`src/rtl/hls_ram_pkg.sv`:
```
// hls_ram_pkg
// Shared types and helpers for the HLS banked RAM slice.
//   state_t  : controller state (CLEAR zero-fills the RAM, SERVE handles requests)
//   addr_w   : word-address width for a given depth (never narrower than 1 bit)
//   BYTES    : number of byte lanes in a data word
package hls_ram_pkg;

  typedef enum logic [0:0] {CLEAR, SERVE} state_t;

  function automatic int addr_w(input int depth);
    int w;
    w = $clog2(depth);
    return (w < 1) ? 1 : w;
  endfunction

  function automatic int BYTES(input int data_w);
    return data_w / 8;
  endfunction

endpackage

```
`src/rtl/hls_banked_ram_rr_arbiter.sv`:
```
// rr_arbiter
// Combinational round-robin arbiter. Picks the lowest requesting index at or
// after ptr, wrapping around N.
//   req       : pending vector
//   ptr       : search start position (held by the caller)
//   grant     : one-hot grant
//   grant_idx : index of the granted requester
//   valid     : high when any requester was granted
module rr_arbiter #(
  parameter int N  = 2,
  parameter int PW = (N > 1) ? $clog2(N) : 1
) (
  input  logic [N-1:0]  req,
  input  logic [PW-1:0] ptr,
  output logic [N-1:0]  grant,
  output logic [PW-1:0] grant_idx,
  output logic          valid
);

  // Walk the requesters starting from ptr; the first hit wins.
  always_comb begin
    int k;
    k         = 0;
    grant     = '0;
    grant_idx = '0;
    valid     = 1'b0;
    for (int i = 0; i < N; i++) begin
      k = int'(ptr) + i;
      if (k >= N) k = k - N;
      if (!valid && req[k]) begin
        valid     = 1'b1;
        grant[k]  = 1'b1;
        grant_idx = PW'(k);
      end
    end
  end

endmodule

```
`src/rtl/hls_banked_ram.sv`:
```
// hls_banked_ram
// Multi-channel block RAM for HLS datapaths. Each channel uses a toggle
// request/acknowledge handshake; one access per cycle is granted round-robin.
//   clk, reset : clock and synchronous active-high reset
//   u_en       : per-channel request toggle
//   wr_en      : per-channel write (1) / read (0)
//   addr       : per-channel word address, packed ADDR_W per channel
//   d_in       : per-channel write data, packed DATA_W per channel
//   be         : per-channel byte-lane write enables
//   en         : per-channel acknowledge toggle
//   d_out      : per-channel read data
//   ready      : high while requests are being served
//   oob_err    : sticky flag, set by any access with addr >= DEPTH
// Build option: HLS_RAM_CLEAR_ON_RESET_EN adds a CLEAR state that zero-fills
// the RAM one word per cycle after reset before any request is served.
module hls_banked_ram
  import hls_ram_pkg::*;
#(
  parameter int DATA_W   = 32,
  parameter int DEPTH    = 16,
  parameter int CHANNELS = 2,
  parameter int ADDR_W   = addr_w(DEPTH)
) (
  input  logic                           clk,
  input  logic                           reset,
  input  logic [CHANNELS-1:0]            u_en,
  input  logic [CHANNELS-1:0]            wr_en,
  input  logic [CHANNELS*ADDR_W-1:0]     addr,
  input  logic [CHANNELS*DATA_W-1:0]     d_in,
  input  logic [CHANNELS*DATA_W/8-1:0]   be,
  output logic [CHANNELS-1:0]            en,
  output logic [CHANNELS*DATA_W-1:0]     d_out,
  output logic                           ready,
  output logic                           oob_err
);

  localparam int NB = BYTES(DATA_W);
  localparam int PW = (CHANNELS > 1) ? $clog2(CHANNELS) : 1;

  state_t              state;
  logic [CHANNELS-1:0] seen;
  logic [CHANNELS-1:0] pending;
  logic [CHANNELS-1:0] grant;
  logic [PW-1:0]       ptr;
  logic [PW-1:0]       g_idx;
  logic                g_valid;
  logic                go;
  logic                g_wr;
  logic                g_in_range;
  logic [ADDR_W-1:0]   g_addr;
  logic [DATA_W-1:0]   g_data;
  logic [NB-1:0]       g_be;
  logic                clr_we;
  logic [ADDR_W-1:0]   clr_addr;

  (* ram_style = "block" *) logic [DATA_W-1:0] mem [DEPTH];

  assign pending = u_en ^ seen;

  rr_arbiter #(.N(CHANNELS), .PW(PW)) u_arb (
    .req       (pending),
    .ptr       (ptr),
    .grant     (grant),
    .grant_idx (g_idx),
    .valid     (g_valid)
  );

  assign go = g_valid && (state == SERVE);

  // Route the granted channel's request fields to the single RAM port.
  always_comb begin
    g_wr       = wr_en[g_idx];
    g_addr     = addr[g_idx*ADDR_W +: ADDR_W];
    g_data     = d_in[g_idx*DATA_W +: DATA_W];
    g_be       = be[g_idx*NB +: NB];
    g_in_range = (int'(g_addr) < DEPTH);
  end

`ifdef HLS_RAM_CLEAR_ON_RESET_EN
  logic [ADDR_W-1:0] clr_idx;

  // CLEAR walks clr_idx over every word, then hands over to SERVE for good.
  always_ff @(posedge clk) begin
    if (reset) begin
      state   <= CLEAR;
      clr_idx <= '0;
      ready   <= 1'b0;
    end else begin
      case (state)
        CLEAR: begin
          if (clr_idx == ADDR_W'(DEPTH - 1)) begin
            state <= SERVE;
            ready <= 1'b1;
          end else begin
            clr_idx <= clr_idx + 1'b1;
          end
        end
        SERVE: ready <= 1'b1;
      endcase
    end
  end

  assign clr_we   = (state == CLEAR) && !reset;
  assign clr_addr = clr_idx;
`else
  assign state    = SERVE;
  assign ready    = 1'b1;
  assign clr_we   = 1'b0;
  assign clr_addr = '0;
`endif

  // Sole writer of the RAM array; out-of-range writes and reset cycles leave
  // the contents untouched.
  always_ff @(posedge clk) begin
    if (clr_we) begin
      mem[clr_addr] <= '0;
    end else if (go && g_wr && g_in_range && !reset) begin
      for (int b = 0; b < NB; b++) begin
        if (g_be[b]) mem[g_addr][b*8 +: 8] <= g_data[b*8 +: 8];
      end
    end
  end

  // Handshake bookkeeping and read data. A grant copies the sampled u_en bit
  // into seen, so a toggle landing on the grant edge stays pending.
  always_ff @(posedge clk) begin
    if (reset) begin
      seen    <= '0;
      en      <= '0;
      ptr     <= '0;
      oob_err <= 1'b0;
      d_out   <= '0;
    end else if (go) begin
      seen <= (seen & ~grant) | (u_en & grant);
      en   <= en ^ grant;
      ptr  <= (int'(g_idx) == CHANNELS - 1) ? '0 : g_idx + 1'b1;
      if (!g_in_range) oob_err <= 1'b1;
      if (!g_wr) d_out[g_idx*DATA_W +: DATA_W] <= g_in_range ? mem[g_addr] : '0;
    end
  end

endmodule

```
`config.mk`:
```
export PLATFORM = sky130hd
export DESIGN_NAME = hls_banked_ram
export DESIGN_NICKNAME = d
export VERILOG_FILES = /design/src/rtl/hls_ram_pkg.sv /design/src/rtl/hls_banked_ram_rr_arbiter.sv /design/src/rtl/hls_banked_ram.sv
export SDC_FILE = /design/constraint.sdc
export NUM_CORES = 1
export LEC_CHECK = 0
export ABC_AREA = 0
export BUFFER_PORTS_ARGS = -buffer_cell sky130_fd_sc_hd__buf_2
export CAP_MARGIN = 0
export CORE_UTILIZATION = 30
export DETAILED_ROUTE_END_ITERATION = 10
export PLACE_DENSITY = 0.45
export SLEW_MARGIN = 20
export SYNTH_ARGS = -nofsm -noshare
export SYNTH_HDL_FRONTEND = slang
export SYNTH_SLANG_ARGS = --single-unit
export TNS_END_PERCENT = 30
```
`constraint.sdc`:
```
create_clock -name clk -period 6.17 [get_ports clk]
set_input_delay 0.617 -clock clk [delete_from_list [all_inputs] [get_ports clk]]
set_output_delay 0.617 -clock clk [all_outputs]
set_load 0.01 [all_outputs]
```
Word-level counts from Yosys, hierarchy flattened
Memory sizes are Yosys's and may differ from the RTL's.
Cells that the tools add are included.
{"block": "totals", "wordCells": 72, "input_bits": 86, "out_inout_bits": 68, "ramBits": 512, "mem_bits_ro": 0, "latchBits": 0, "memories": 1, "reg_bits": 69}
{"memory": "mem", "depth": 16, "word_bits": 32, "rd": 1, "rd_clocked_by_memory_dff": 0, "wr": 1, "line_no": "hls_banked_ram.sv:56", "source": "(* ram_style = \"block\" *) logic [DATA_W-1:0] mem [DEPTH];"}
{"block": "op_classes", "n_eq_ne": 0, "n_shift": 5, "n_addsub": 5, "multipliers": 0, "n_div": 0, "bitwise_logic": 8, "order_cmp": 7, "mux": 34, "n_reduce_logical": 8}
{"op": "bitwise mux 64 bit", "count": 1}
{"op": "greater-or-equal comparator 32 x 1 -> 1 bit, second input constant", "count": 2}
{"op": "< comparator 32 x 3 -> 1 bit, second input constant", "count": 2}
{"op": "2-to-1 mux 32 bit", "count": 2}
{"op": "variable shift 32 x 34 -> 64 bit, first input constant", "count": 1}
{"op": "indexed part select 32 x 34 -> 64 bit", "count": 1}
{"op": "indexed part select 64 x 7 -> 32 bit", "count": 1}
{"op": "negator 6 -> 34 bit", "count": 1}
{"op": "greater-or-equal comparator 32 x 3 -> 1 bit, second input constant", "count": 1}
{"op": "subtractor 32 x 3 -> 32 bit, second input constant", "count": 1}
{"op": "2-to-1 mux 1 bit", "count": 27}
{"op": "indexed part select 8 x 4 -> 4 bit", "count": 2}
{"op": "logical AND 1 bit", "count": 5}
{"op": "bitwise AND 2 bit", "count": 2}
{"op": "2-to-1 mux 2 bit", "count": 2}
{"op": "OR 2 bit", "count": 2}
{"op": "bitwise XOR 2 bit", "count": 2}
{"op": "subtractor 1 x 2 -> 3 bit, second input constant", "count": 1}
{"op": "adder 1 x 1 -> 2 bit, second input constant", "count": 1}
{"op": "demux 1 bit (select 1 bit)", "count": 2}
{"op": "greater-or-equal comparator 1 x 2 -> 1 bit, second input constant", "count": 1}
{"op": "logical NOT 1 bit", "count": 2}
{"op": "< comparator 1 x 2 -> 1 bit, second input constant", "count": 1}
{"op": "NOT 2 bit", "count": 1}
{"op": "3 further kinds", "count": 3}

Logic depth before layout (Yosys ltp)
{"block": "logic_depth", "depth_word": 15, "ltp_mapped": 8, "ltp_nobuf": 6}

Modules after synthesis
A second synthesis with hierarchy kept.
{"block": "unflattened", "hier_cells": 2782, "area_unflattened_um2": 29823.6}
{"mod": "hls_banked_ram", "seq_area_each_um2": 16756.1, "cells_each": 2777, "area_per_inst_um2": 29791.1, "instances": 1}
{"mod": "rr_arbiter", "seq_area_each_um2": 0.0, "cells_each": 5, "area_per_inst_um2": 32.5, "instances": 1}

Worst setup path before layout
No wires, ideal clock.
{"block": "synth_timing", "path_kind": "input to register", "start": "in u_en[0]", "end": "mem mem[10][16], enable pin", "path_slack_ps": 3236, "arrival_time_ps": 2564, "path_buffers": 2, "stages": 8, "required_ps": 5800, "path_cell_list": "xnor2_1 o21ai_2 buf_2 mux2i_1 nor2_1 nand2_1 clkbuf_1 nor2_1"}
{"block": "synth_via", "elab_chain_cells": 14}
{"element": "from (decl)", "line_no": "hls_banked_ram.sv:26", "source": "input logic [CHANNELS-1:0] u_en,"}
{"element": "bitwise XOR 2 bit (*)", "line_no": "hls_banked_ram.sv:58", "source": "assign pending = u_en ^ seen;"}
{"element": "branches (longest 13 deep; another with indexed part select 8 x 4 -> 4 bit)"}
{"element": "to (decl)", "line_no": "hls_banked_ram.sv:56"}
Every way passes the cells marked *. The select of a mux whose other input is x is not followed.

==> summary.txt <==
Yosys
  • Sequential share of the synthesized area: slightly above 70%
  • Top cells by area, synth: edfxtp_1, a21oi_1, dfxtp_1
  • Syn Area/Cell: 13.5 µm²
  • Largest area contributor in the netlist: edfxtp_1
  • Synthesis-stage register bit count: roughly 580
  • Syn nets: between 1.5k and 2k
  • Synthesized area: 23,100 µm²
  • Post-synth EDFFs: ~510
  • Post-Syn Instances: roughly 1.7k
  • Synth cell types: 32
  • Async SR Flop Fraction: 0%
  • Ys flop type: edfxtp_1
  • Warnings from Yosys: 0
  • Share of the synthesized area in the top cell type: about two thirds

Clocking
  • Worst-Skew Late Latency: around 600 ps
  • Max clock buf depth: 3
  • Post-CTS setup buffers: 0
  • Clock slew at reported path FFs: approximately 60 ps
  • Clk sinks: 581
  • Post-CTS sizing: 0
  • Num CTS Buffers: between 60 and 70
  • Number of H-tree levels: 3
  • CTS tree: done
  • Hold_buf cts: 0
  • Root Buffer: clkbuf_16

Power and ir drop
  • Tot Pwr: about 9.5 mW
  • Flop pwr share: between 40% and 50%
  • Int Power: 6.97 mW
  • Switch Pwr: about 2.5 mW
  • Power per Cell Area: roughly 350 nW/µm²
  • Comb pwr share: approximately an eighth
  • Net switching fraction of the power: 26.5%
  • Clock power frac: around two fifths
  • Pleak: between 8 and 9 nW
  • Worst-case vdd ir drop: approximately 180 µV

Critical path
  • Nature of the critical path endpoint: flip-flop
  • R2R Setup Slk: 2090 ps
  • CP Data Required Time: approximately 6400 ps
  • Reg2reg end: mem[7][29]
  • Crit-path cells: xnor2_2 > o21ai_4 > mux2i_1 > nor2_1 > nand2_1 > nor2_1
  • Slowest CP cell: nor2_1
  • Crit Path Class: flip-flop to flip-flop
  • Most frequent CP cell: nor2_1
  • Crit path max fanout: 16
  • R2R cell count: 6
  • Max incr delay on CP: 800 ps
  • Crit path DAT: 4290 ps
  • Startpoint types: flip-flop

Floorplanning
  • I/O pin total: 154
  • Core Region: approximately 76,000 µm²
  • Initial Util: between 30 and 40%
  • Chip height: between 200 and 300 µm
  • Die X-Extent: around 280 µm
  • Die area: 78,200 µm²
  • # rows: 101

STA
  • Crit path time final: 4080 ps
  • Final hold vios: 0
  • Slew Viols, Final: 0
  • Post-route worst setup slack: about 2100 ps
  • TNS Setup: 0 ps
  • Final period utilization: approximately two thirds
  • # setup viols final: 0
  • Clk_skew: around 24 ps
  • RSZ-0062 raised after global routing: no
  • Relative slew slack: between 20% and 30%
  • Worst Tran Pin Value: about 1100 ps
  • Fmax achieved: 245 MHz

Detailed routing
  • Vias: between 15k and 20k
  • DR pass1 iterations: 5
  • WL/cell: ~26 µm
  • Drt drc: 0
  • Routed Antenna Nets: 0
  • WL final: ~76,000 µm
  • Vias per cell: around 5.4
  • First DRT Iteration DRCs: 1,199

GRT
  • Vias in the first global route: roughly 15k
  • Gr ovfl total: 0
  • Antenna violations before repair: 5
  • First-pass GRT wire length: 108,000 µm
  • Pin count of the biggest net entering global routing: 99
  • Total Routing Usage GR: a little under a fifth

Layout
  • Nets: about 1.9k
  • Layout cell share with drive strength beyond 1: about 18%
  • Area delta synth->final: 17.0%
  • Most frequent cells in the layout: a21oi_1, edfxtp_1, buf_2, nor2_1, o41ai_1
  • Most common cell after layout, fill and taps aside: a21oi_1
  • Post-Layout Cell Count: 2,895
  • Final instance area: roughly 27,000 µm²
  • Filler Cells Inserted: 7,414

Placed design
  • Setup WS pre-CTS: approximately 1800 ps
  • Post-DP HPWL: 49,200 µm
  • DP Cell Count: between 2k and 3k
  • Area of placed instances: 25,000 µm²
  • I/O Buffers: 151
  • GP Congestion: approximately 0.84

Hold path
  • HP Class: primary input to flip-flop
  • Min-delay src: u_en[0]
  • Hold depth: 3

Run status
  • Status: completed

Run
  • Max-cap violation count: 0
area by class of cell:
| class | instances | area (µm²) | share of cell area [%] |
|---|---|---|---|
| diodes | 1 | 2.50 | 0.00924 |
| clock buffers | 86 | 1840 | 6.81 |
| clock inverters | 31 | 203 | 0.748 |
| inverters | 3 | 11.3 | 0.0416 |
| multi-input cells | 976 | 5870 | 21.7 |
| flip-flops and latches | 581 | 16800 | 61.9 |
| well taps | 1030 | 1290 | 4.76 |
| repair buffers | 187 | 1100 | 4.08 |
flip-flops by register name, summed over array words and instances, names as in the netlist, named ones only:
name,cells
mem,512
d_out,64
en,2
ptr,1
per-stage QoR:
step	util, %	hold WS, ps
6_report	35.6	336
5_1_grt	35.6	352
4_1_cts	35.6	302
3_5_place_dp	32.9	489
3_3_place_gp	32.9	485
2_1_floorplan	-	468
worst max-delay path, delay by kind of cell (launching register included):
| kind | cells | cell delay, ps |
|---|---|---|
| AND/OR/NAND/NOR | 3 | 2150 |
| flip-flops | 1 | 350 |
| AO/OA/AOI/OAI | 1 | 330 |
| XOR/XNOR | 1 | 650 |
| multiplexers | 1 | 200 |
how the worst max path moves through the flow:
stage	start	endpoint	slack (ps)	cells past startpoint
3_3_place_gp	u_en[0]	mem[8][5]	1800	7
3_5_place_dp	u_en[0]	mem[13][21]	1790	7
2_1_floorplan	u_en[0]	mem[10][16]	3240	8
6_report	flip-flop	mem[7][29]	2090	6
4_1_cts	ptr	d_out[9]	2100	7
5_1_grt	ptr	d_out[48]	1850	7
power groups by stage:
stage | Sequential [mW] | Clock [mW] | Combinational [mW]
after floorplan | 4.58 | 0 | 0.660
after global placement | 4.57 | 0 | 1.26
after detailed placement | 4.57 | 0 | 1.26
after CTS | 4.49 | 3.81 | 1.27
after global routing | 4.49 | 3.96 | 1.34
final | 4.49 | 3.74 | 1.25
synth_stat cells (4+ instances only):
library cell	number
dfxtp_1	69
edfxtp_1	512
nor2_1	137
clkbuf_1	66
nand2_1	29
mux2i_1	4
buf_1	10
o41ai_1	128
a211oi_1	64
o2111ai_1	4
nand4_1	32
mux2_2	37
a21oi_1	516
buf_2	78
nand2b_1	4
metal layers:
layer  vias up  wire length [µm]  GRT usage [%]
met3       103              4960           3.22
met4         4              1790           5.91
met5         -                27              0
li1       6983                 -              -
met2       641             35300           30.3
met1      7878             34200           26.9
cell families after synthesis:
kind of cell    Yosys count  synth area share, %
simple gates            209                 3.87
buf+inv                 159                 3.03
other cells               2               0.0325
compound gates          718                 18.4
flops                   581                 72.4
xor+xnor                  6                0.227
mux                      41                 1.97
(Power assumes the default switching activity.)
